## config.mk

```make
export PLATFORM = sky130hd
export DESIGN_NAME = mac_int8_seq
export DESIGN_NICKNAME = d
export VERILOG_FILES = /design/src/rtl/mac_seq_pkg.sv /design/src/rtl/mac_seq_loader.sv /design/src/rtl/mac_int8_seq.sv
export SDC_FILE = /design/constraint.sdc
export NUM_CORES = 1
export LEC_CHECK = 0
export CAP_MARGIN = 20
export CORE_MARGIN = 4
export CORE_UTILIZATION = 50
export CTS_CLUSTER_DIAMETER = 100
export CTS_CLUSTER_SIZE = 14
export DETAILED_ROUTE_END_ITERATION = 6
export GPL_TIMING_DRIVEN = 0
export HOLD_SLACK_MARGIN = 0.02
export PLACE_DENSITY = 0.9
export SETUP_SLACK_MARGIN = 0.05
export SLEW_MARGIN = 10
export SYNTH_ARGS = -nofsm -noshare
export SYNTH_HDL_FRONTEND = slang
export SYNTH_HIERARCHICAL = 1
export SYNTH_SLANG_ARGS = --single-unit
```

## constraint.sdc

```tcl
create_clock -name clk -period 5.85 [get_ports clk]
set_clock_uncertainty 0.1 [all_clocks]
set_input_delay 0.585 -clock clk [delete_from_list [all_inputs] [get_ports clk]]
set_output_delay 0.585 -clock clk [all_outputs]
set_load 0.01 [all_outputs]
```

## src/rtl/mac_seq_pkg.sv

```systemverilog
// Shared opcodes, feed encodings, bank ids and FSM state types for the
// INT8 MAC command sequencer.
package mac_seq_pkg;

  typedef enum logic {
    OP_LOAD_W  = 1'b0,
    OP_COMPUTE = 1'b1
  } cmd_op_e;

  localparam logic [1:0] FEED_LOCAL   = 2'b00;
  localparam logic [1:0] FEED_CASCADE = 2'b01;

  // Activation-to-result latency of the MAC engine.
  localparam int MAC_LAT = 3;

  localparam logic BANK_A = 1'b0;
  localparam logic BANK_B = 1'b1;

  typedef enum logic {
    LD_IDLE,
    LD_LOAD
  } load_state_e;

  typedef enum logic {
    CP_IDLE,
    CP_RUN
  } comp_state_e;

endpackage

```

## src/rtl/mac_seq_loader.sv

```systemverilog
// DEPTH-beat weight-bank load engine: issues the bank-load strobe, then the
// upstream weight-beat requests one cycle later, and pulses done on the last beat.
module mac_seq_loader
  import mac_seq_pkg::*;
#(
  parameter int DEPTH = 3
) (
  input  logic       clk,
  input  logic       clr,
  input  logic       start,
  input  logic       start_target,
  input  logic       start_src,
  output logic       busy,
  output logic       target,
  output logic       src,
  output logic       load_bb_a,
  output logic       load_bb_b,
  output logic       w_take,
  output logic [1:0] feed_sel,
  output logic       done
);

  localparam int CNT_W = (DEPTH > 1) ? $clog2(DEPTH) : 1;
  localparam logic [CNT_W-1:0] LAST_BEAT = CNT_W'(DEPTH - 1);

  load_state_e      state_q, state_d;
  logic [CNT_W-1:0] beat_q, beat_d;
  logic             target_q, src_q, w_take_q;
  logic             load_strobe;

  // NOTE: every signal is given a default before the case so no path leaves
  // it unassigned; otherwise synthesis infers a latch.
  always_comb begin
    state_d     = state_q;
    beat_d      = beat_q;
    load_strobe = 1'b0;
    case (state_q)
      LD_IDLE: begin
        if (start) begin
          state_d = LD_LOAD;
          beat_d  = '0;
        end
      end
      LD_LOAD: begin
        load_strobe = 1'b1;
        if (beat_q == LAST_BEAT) begin
          state_d = LD_IDLE;
          beat_d  = '0;
        end else begin
          beat_d = beat_q + 1'b1;
        end
      end
      default: state_d = LD_IDLE;
    endcase
  end

  // NOTE: state registers use non-blocking assignments so every flop samples
  // pre-edge values regardless of statement order.
  always_ff @(posedge clk) begin
    if (clr) begin
      state_q  <= LD_IDLE;
      beat_q   <= '0;
      target_q <= BANK_A;
      src_q    <= 1'b0;
      w_take_q <= 1'b0;
    end else begin
      state_q  <= state_d;
      beat_q   <= beat_d;
      w_take_q <= load_strobe;
      if (start) begin
        target_q <= start_target;
        src_q    <= start_src;
      end
    end
  end

  // The engine registers the load strobe, so weight beats trail it by one cycle.
  assign load_bb_a = load_strobe && (target_q == BANK_A);
  assign load_bb_b = load_strobe && (target_q == BANK_B);
  assign w_take    = w_take_q;
  assign feed_sel  = (w_take_q && src_q) ? FEED_CASCADE : FEED_LOCAL;
  assign done      = w_take_q && (state_q == LD_IDLE);
  assign busy      = (state_q == LD_LOAD) || w_take_q;
  assign target    = target_q;
  assign src       = src_q;

endmodule

```

## src/rtl/mac_int8_seq.sv

```systemverilog
// In-order LOAD_W / COMPUTE dispatcher for one INT8 MAC engine with
// ping-pong weight banks; tracks bank validity and the active bank.
module mac_int8_seq
  import mac_seq_pkg::*;
#(
  parameter int DEPTH = 3,
  parameter int LEN_W = 16
) (
  input  logic             clk,
  input  logic             clr,
  input  logic             cmd_valid,
  output logic             cmd_ready,
  input  logic             cmd_op,
  input  logic             cmd_src,
  input  logic [LEN_W-1:0] cmd_len,
  input  logic             cmd_release,
  output logic             load_bb_a,
  output logic             load_bb_b,
  output logic             load_buf_sel,
  output logic [1:0]       feed_sel,
  output logic             zero_en,
  output logic             ena,
  output logic             w_take,
  output logic             x_take,
  output logic             res_valid,
  output logic             busy,
  output logic [1:0]       bank_valid
);

  cmd_op_e            op;
  logic               active_q, active_d;
  logic [1:0]         valid_q, valid_d;
  comp_state_e        cp_state_q, cp_state_d;
  logic [LEN_W-1:0]   remain_q, remain_d;
  logic               release_q, release_d;
  logic               do_release;
  logic               buf_sel_q;
  logic [MAC_LAT-1:0] res_pipe_q;

  logic ld_busy, ld_target, ld_src, ld_done;
  logic load_target, load_ok, comp_ok, ld_start, cp_start;

  assign op = cmd_op_e'(cmd_op);

  // Fill the active bank first; only once it holds weights prefetch the other.
  assign load_target = valid_q[active_q] ? ~active_q : active_q;

  assign load_ok = !(&valid_q)
                && !(!cmd_src && (cp_state_q == CP_RUN))
                && !ld_busy;

  assign comp_ok = (cp_state_q == CP_IDLE)
                && !(ld_busy && !ld_src)
                && !(ld_busy && (ld_target == active_q))
                && valid_q[active_q];

  assign cmd_ready = !clr && ((op == OP_COMPUTE) ? comp_ok : load_ok);
  assign ld_start  = cmd_valid && cmd_ready && (op == OP_LOAD_W);
  assign cp_start  = cmd_valid && cmd_ready && (op == OP_COMPUTE);

  mac_seq_loader #(
    .DEPTH(DEPTH)
  ) u_loader (
    .clk         (clk),
    .clr         (clr),
    .start       (ld_start),
    .start_target(load_target),
    .start_src   (cmd_src),
    .busy        (ld_busy),
    .target      (ld_target),
    .src         (ld_src),
    .load_bb_a   (load_bb_a),
    .load_bb_b   (load_bb_b),
    .w_take      (w_take),
    .feed_sel    (feed_sel),
    .done        (ld_done)
  );

  always_comb begin
    cp_state_d = cp_state_q;
    remain_d   = remain_q;
    release_d  = release_q;
    do_release = 1'b0;
    case (cp_state_q)
      CP_IDLE: begin
        if (cp_start) begin
          if (cmd_len == '0) begin
            do_release = cmd_release;
          end else begin
            cp_state_d = CP_RUN;
            remain_d   = cmd_len;
            release_d  = cmd_release;
          end
        end
      end
      CP_RUN: begin
        remain_d = remain_q - 1'b1;
        if (remain_q == LEN_W'(1)) begin
          cp_state_d = CP_IDLE;
          do_release = release_q;
        end
      end
      default: cp_state_d = CP_IDLE;
    endcase
  end

  // A release and a load completion never touch the same bank: loads issued
  // while a bank is active always target the other one.
  always_comb begin
    valid_d  = valid_q;
    active_d = active_q;
    if (do_release) begin
      valid_d[active_q] = 1'b0;
      active_d          = ~active_q;
    end
    if (ld_done) begin
      valid_d[ld_target] = 1'b1;
    end
  end

  always_ff @(posedge clk) begin
    if (clr) begin
      cp_state_q <= CP_IDLE;
      remain_q   <= '0;
      release_q  <= 1'b0;
      active_q   <= BANK_A;
      valid_q    <= 2'b00;
      buf_sel_q  <= BANK_A;
      res_pipe_q <= '0;
    end else begin
      cp_state_q <= cp_state_d;
      remain_q   <= remain_d;
      release_q  <= release_d;
      active_q   <= active_d;
      valid_q    <= valid_d;
      res_pipe_q <= {res_pipe_q[MAC_LAT-2:0], x_take};
      if (cp_start && (cmd_len != '0)) begin
        buf_sel_q <= active_q;
      end
    end
  end

  assign x_take       = (cp_state_q == CP_RUN);
  assign load_buf_sel = buf_sel_q;
  assign res_valid    = res_pipe_q[MAC_LAT-1];
  assign zero_en      = !res_valid;
  assign busy         = ld_busy || x_take || (|res_pipe_q);
  assign ena          = busy;
  assign bank_valid   = valid_q;

endmodule

```

== Yosys cells after proc, flatten, opt, wreduce, memory -nomap -nowiden ==
Cells that the tools add are included.

* Logic and storage cells: 99
* Memory bits (read-only): 0
* Input bits: 22
* Output and inout port bits: 14
* Memories: 0
* Memory bits (writable): 0
* Register bits after elaboration: 31
* Latch bits: 0

* Bitwise operators: 9
* Multiplexer cells: 29
* Order comparisons: 4
* Divide/modulo/power cells: 0
* Multipliers: 0
* Reductions and logical operators: 37
* $add $sub $neg: 2
* Eq/ne operators: 6
* Shifts and indexed selects: 0

{| class="wikitable"
|+ Operators with widths
! operator !! number
|-
| 16-bit 2-to-1 mux || 2
|-
| 16-bit one-hot mux with 2 select lines || 1
|-
| 1-bit logical AND || 19
|-
| 16-bit by 1-bit == test with 1-bit output (second input constant) || 1
|-
| 16-bit zero test || 1
|-
| 1-bit 2-to-1 mux || 16
|-
| 16-bit nonzero test || 1
|-
| 16-bit by 1-bit subtractor with 16-bit output (second input constant) || 1
|-
| 1-bit zero test || 9
|-
| 2-bit 2-to-1 mux || 4
|-
| 2-bit inequality test (second input constant) || 3
|-
| 1-bit NOT || 6
|-
| 1-bit one-hot mux with 2 select lines || 3
|-
| 1-bit by 2-bit < comparator with 1-bit output (second input constant) || 2
|-
| 2-bit one-hot mux with 2 select lines || 1
|-
| 2-bit AND reduction || 2
|-
| 1-bit logical OR || 3
|-
| 3-bit AND reduction || 1
|-
| 3-bit OR reduction || 1
|-
| 2-bit by 1-bit adder with 2-bit output (second input constant) || 1
|-
| 2-bit bitwise AND || 1
|-
| 1-bit demux with 1-bit select || 2
|-
| 2-bit == test (second input constant) || 1
|-
| 1-bit greater-or-equal comparator (second input constant) || 2
|-
| other kinds (3) || 3
|}

== Depth between registers and ports, before layout ==
* Word-level depth: 15
* Gate-level depth with buffers: 8
* Depth with buffers taken out: 7

== Cells and area by module ==
The synthesis kept the hierarchy.

{| class="wikitable"
|+ By module, submodules not included
! module !! area an instance (um^2) !! cells each !! times used !! seq. area each (um^2)
|-
| mac_int8_seq || 1355.0 || 164 || 1 || 500.5
|-
| mac_seq_loader || 252.7 || 26 || 1 || 120.1
|}

== Worst setup path before layout ==
No wires, ideal clock.

* Path type: input-to-reg
* Start point: in cmd_len[3]
* End point: reg active_q
* Path buffers: 0
* Cell stages on the path: 5
* Data required time: 5.629 ns
* Slack: 3.695 ns
* Data arrival time: 1.933 ns
* Setup time: 0.121 ns
* Path through: nor4_1 > nand4_1 > or3b_2 > o2bb2ai_2 > mux2_4

* Longest elaborated chain between the ends: 4

{| class="wikitable"
|+ RTL lines
! element !! RTL line !! source
|-
| start: declaration || mac_int8_seq.sv:15 || <nowiki>input logic [LEN_W-1:0] cmd_len,</nowiki>
|-
| 16-bit zero test || mac_int8_seq.sv:87 || <nowiki>if (cmd_len == '0) begin</nowiki>
|-
| 1-bit 2-to-1 mux || mac_int8_seq.sv:87 ||
|-
| 1-bit 2-to-1 mux || mac_int8_seq.sv:86 || <nowiki>if (cp_start) begin</nowiki>
|-
| 1-bit one-hot mux with 2 select lines || mac_int8_seq.sv:84 || <nowiki>case (cp_state_q)</nowiki>
|-
| end signal: assignment || mac_int8_seq.sv:134 || <nowiki>active_q <= active_d;</nowiki>
|-
| end: declaration || mac_int8_seq.sv:31 || <nowiki>logic active_q, active_d;</nowiki>
|}

Every way passes these cells.
A chain may end at the register's enable or synchronous reset.

== Final worst setup path ==
* Start point: in clr
* End point: out cmd_ready

* Longest elaborated chain between the ends: 2

{| class="wikitable"
|+ RTL lines
! element !! RTL line !! source
|-
| start: declaration || mac_int8_seq.sv:10 || <nowiki>input logic clr,</nowiki>
|-
| 1-bit zero test || mac_int8_seq.sv:57 || <nowiki>assign cmd_ready = !clr && ((op == OP_COMPUTE) ? comp_ok : load_ok);</nowiki>
|-
| 1-bit logical AND || mac_int8_seq.sv:57 ||
|-
| end: declaration || mac_int8_seq.sv:12 || <nowiki>output logic cmd_ready,</nowiki>
|}

Every way passes these cells.

==> flow_summary.yaml <==
outcome:
  status: "finished clean"
worst_hold_path:
  hp-class: "register to register"
  hold-path-endpoint: "load_buf_sel$_SDFFE_PP0P_"
  whs_path_depth: 2
  worstHoldStart: "load_buf_sel$_SDFFE_PP0P_"
yosys:
  synth.area.top_cells: "dfxtp_1 39%, a21oi_1 7.2%, nand2_1 4.0%"
  yosys.area.top_type: "dfxtp_1"
  yosysSeqAreaShare: 0.386
  syn_area_um2: 1610
  yosys_warnings: 6
  ys.flop_type: "dfxtp_1"
  synthArstFlopShare: 0
  syn_avg_cell_area_um2: 8.46
  synth_edf_count: 0
  netlist_instances: 190
  synth_top_area_frac: 0.386
  syn_nets: 214
  ys_types: 46
  ys_seq_elements: 31
final_layout:
  stdcell_area_um2: 2070
  fin_util: 0.679
  layout-area-overhead-vs-synth_pct: 28.9
  drive_above_1_share: 0.0948
  antenna_cells: 0
  final-instance-count-excl-fill: 276
  layout_common_cells: "34 x clkdlybuf4s50_1, 31 x dfxtp_1, 23 x a21oi_1"
  num-nets-final: 255
  ff_latch_area_um2: 621
  fillers: 261
  multiInputGateArea_um2: 897
  mostFrequentLayoutCell: "clkdlybuf4s50_1"
timing:
  post-route-min-period_ns: 3.19
  slew_headroom: 0.371
  worst_slack_ns: 2.66
  post-route-period-util: 0.545
  hold_viol_final: 0
  finalSetupTns_ns: 0
  final-setup-viol-count: 0
  rsz0062_at_grt: "no"
  tightestPinTransition_ns: 0.935
  slew_violations: 0
  fmax_ghz: 0.313
  hold_slack_ns: 0.364
cts:
  cts_tree: "done"
  clk_path_buf_depth: 2
  numCtsBuffers: 5
  worstSkewPairLatency_ns: 0.33
  cts_resized: 0
  ctsHoldBuffers: 0
  cts_setup_buffers: 0
  path_clk_slew_ns: 0.09
  cts-root-buf: "clkbuf_4"
  cts_num_sinks: 31
  htree_levels: 2
global_route:
  antenna_found_initial: 0
  grt_start_max_net_pins: 12
  grt_usage: 0.208
  grt_overflow: 0
  grt_pass1_wl_um: 6730
  grt_pass1_vias: 1437
worst_setup_path:
  critical_path_required_ns: 5.16
  crit_arrival_ns: 2.50
  crit_family: "buffers and inverters"
  crit_fanout: 11
  worst_r2r_path_depth: 7
  path_buf_inv: 4
  crit_top_cell: "clkdlybuf4s50_1"
  end_kind: "primary output"
  slowest_stage: "clkdlybuf4s50_1"
  r2r-end: "remain_q[8]$_SDFFE_PP0P_"
  reg2reg_from: "u_loader/state_q$_SDFF_PP0_"
  rrSetupSlack_ns: 3.42
  crit_path_max_incr_delay_ns: 0.72
  crit_path_cell_trace: "clkdlybuf4s50_1 > buf_6 > clkbuf_1 > nor2_1 > clkdlybuf4s50_1"
  startpoint_type: "primary input"
  crit_type: "primary input to primary output"
placement:
  place_area_um2: 2000
  place_ws_ns: 2.65
  globalplace.congestion: 0.841
  numPortBuffers: 34
  dp_hpwl_um: 2910
  placed_cells: 268
pwr:
  ir_worst_vdd_mv: 0.148
  p_comb_frac: 0.118
  switching_power_mw: 0.0965
  pwr-share-clk: 0.349
  power_leakage_nw: 0.707
  p_sw_frac: 0.237
  power_frac_seq: 0.533
  p_int_mw: 0.311
  power.total_mw: 0.408
  p_per_area_nw_per_um2: 197
floorplanning:
  row_count: 20
  core_um2: 3050
  io_pins: 36
  initial_core_util: 0.527
  design.die.area_um2: 4190
  die_width_um: 64.7
  chipHeight_um: 64.7
drt:
  vias: 1600
  first_pass_iters: 5
  wl_per_cell_um: 14.3
  routed_wl_um: 3950
  drt-vias-per-instance: 5.80
  ant_nets: 0
  drt_iter0_drc: 136
  remaining_drc_errors: 0
job:
  maxCapViolCount: 0
worst max-delay path by stage:
stage                    start                    end  depth (start not counted)
floorplan           cmd_len[3]  active_q$_SDFFE_PP0N_                          5
global placement           clr              cmd_ready                          5
detailed placement         clr              cmd_ready                          5
CTS                        clr              cmd_ready                          5
global route               clr              cmd_ready                          5
finish                     clr              cmd_ready                          5
registers in the layout, summed over array words and instances, names as in the netlist, 2 cells and up:
name,flops
bank_valid,2
remain_q,16
res_pipe_q,3
u_loader/beat_q,2
power groups by stage:
| stage | clock (mW) | combinational, mW | sequential [mW] |
|---|---|---|---|
| final | 0.142 | 0.0483 | 0.217 |
| after global routing | 0.158 | 0.0521 | 0.218 |
| after CTS | 0.147 | 0.0481 | 0.217 |
| after global placement | 0 | 0.0473 | 0.222 |
| after detailed placement | 0 | 0.0479 | 0.222 |
| after floorplan | 0 | 0.0210 | 0.221 |
cells by family (layout without fill, tap and decap cells):
family | after synthesis | after routing | synth area share
buffers and inverters | 17 | 59 | 0.0560
AND/OR/NAND/NOR | 85 | 85 | 0.289
adder cells (fa/ha/maj) | 2 | 2 | 0.0156
AO/OA/AOI/OAI | 48 | 48 | 0.212
multiplexers | 5 | 5 | 0.0342
flip-flops | 31 | 31 | 0.386
other | 1 | 1 | 0.00233
XOR/XNOR | 1 | 1 | 0.00545
metal layers:
metal,vias to the layer above,share of wire,global-route usage
met4,0,0.018,0.0871
met1,754,0.46,0.271
met5,-,0,0
met3,9,0.056,0.0711
li1,792,-,-
met2,45,0.47,0.313
worst min-delay path: stages, from the launching register on:
cell and delay, ns:
dfxtp_1 0.32, nand2_1 0.05, a21oi_1 0.05
Yosys cell counts, types with 2 or more instances:
cell / count
a31oi_1: 4
nor2b_1: 7
nand2_1: 17
buf_2: 3
clkbuf_1: 3
a211oi_1: 2
nand3_1: 7
o41ai_1: 2
and2_1: 2
nor4b_1: 3
dfxtp_1: 31
nor3_1: 5
or3_1: 2
o311ai_0: 4
nor2_1: 17
nand3b_1: 2
o211ai_1: 4
a21oi_1: 23
buf_4: 2
ha_1: 2
inv_1: 7
nor4_1: 8
or4_1: 2
buf_6: 2
and2b_1: 2
nand4_1: 2
mux2i_1: 4
a311oi_1: 3
cell type report:
class	count	area share
buffer	10	0.0308
clock buffer	8	0.0332
inverter	7	0.0127
multi-input combinational	142	0.433
sequential	31	0.300
tap	44	0.0266
timing repair buffer	34	0.164
Note: power is estimated with default switching activity, not from simulation.
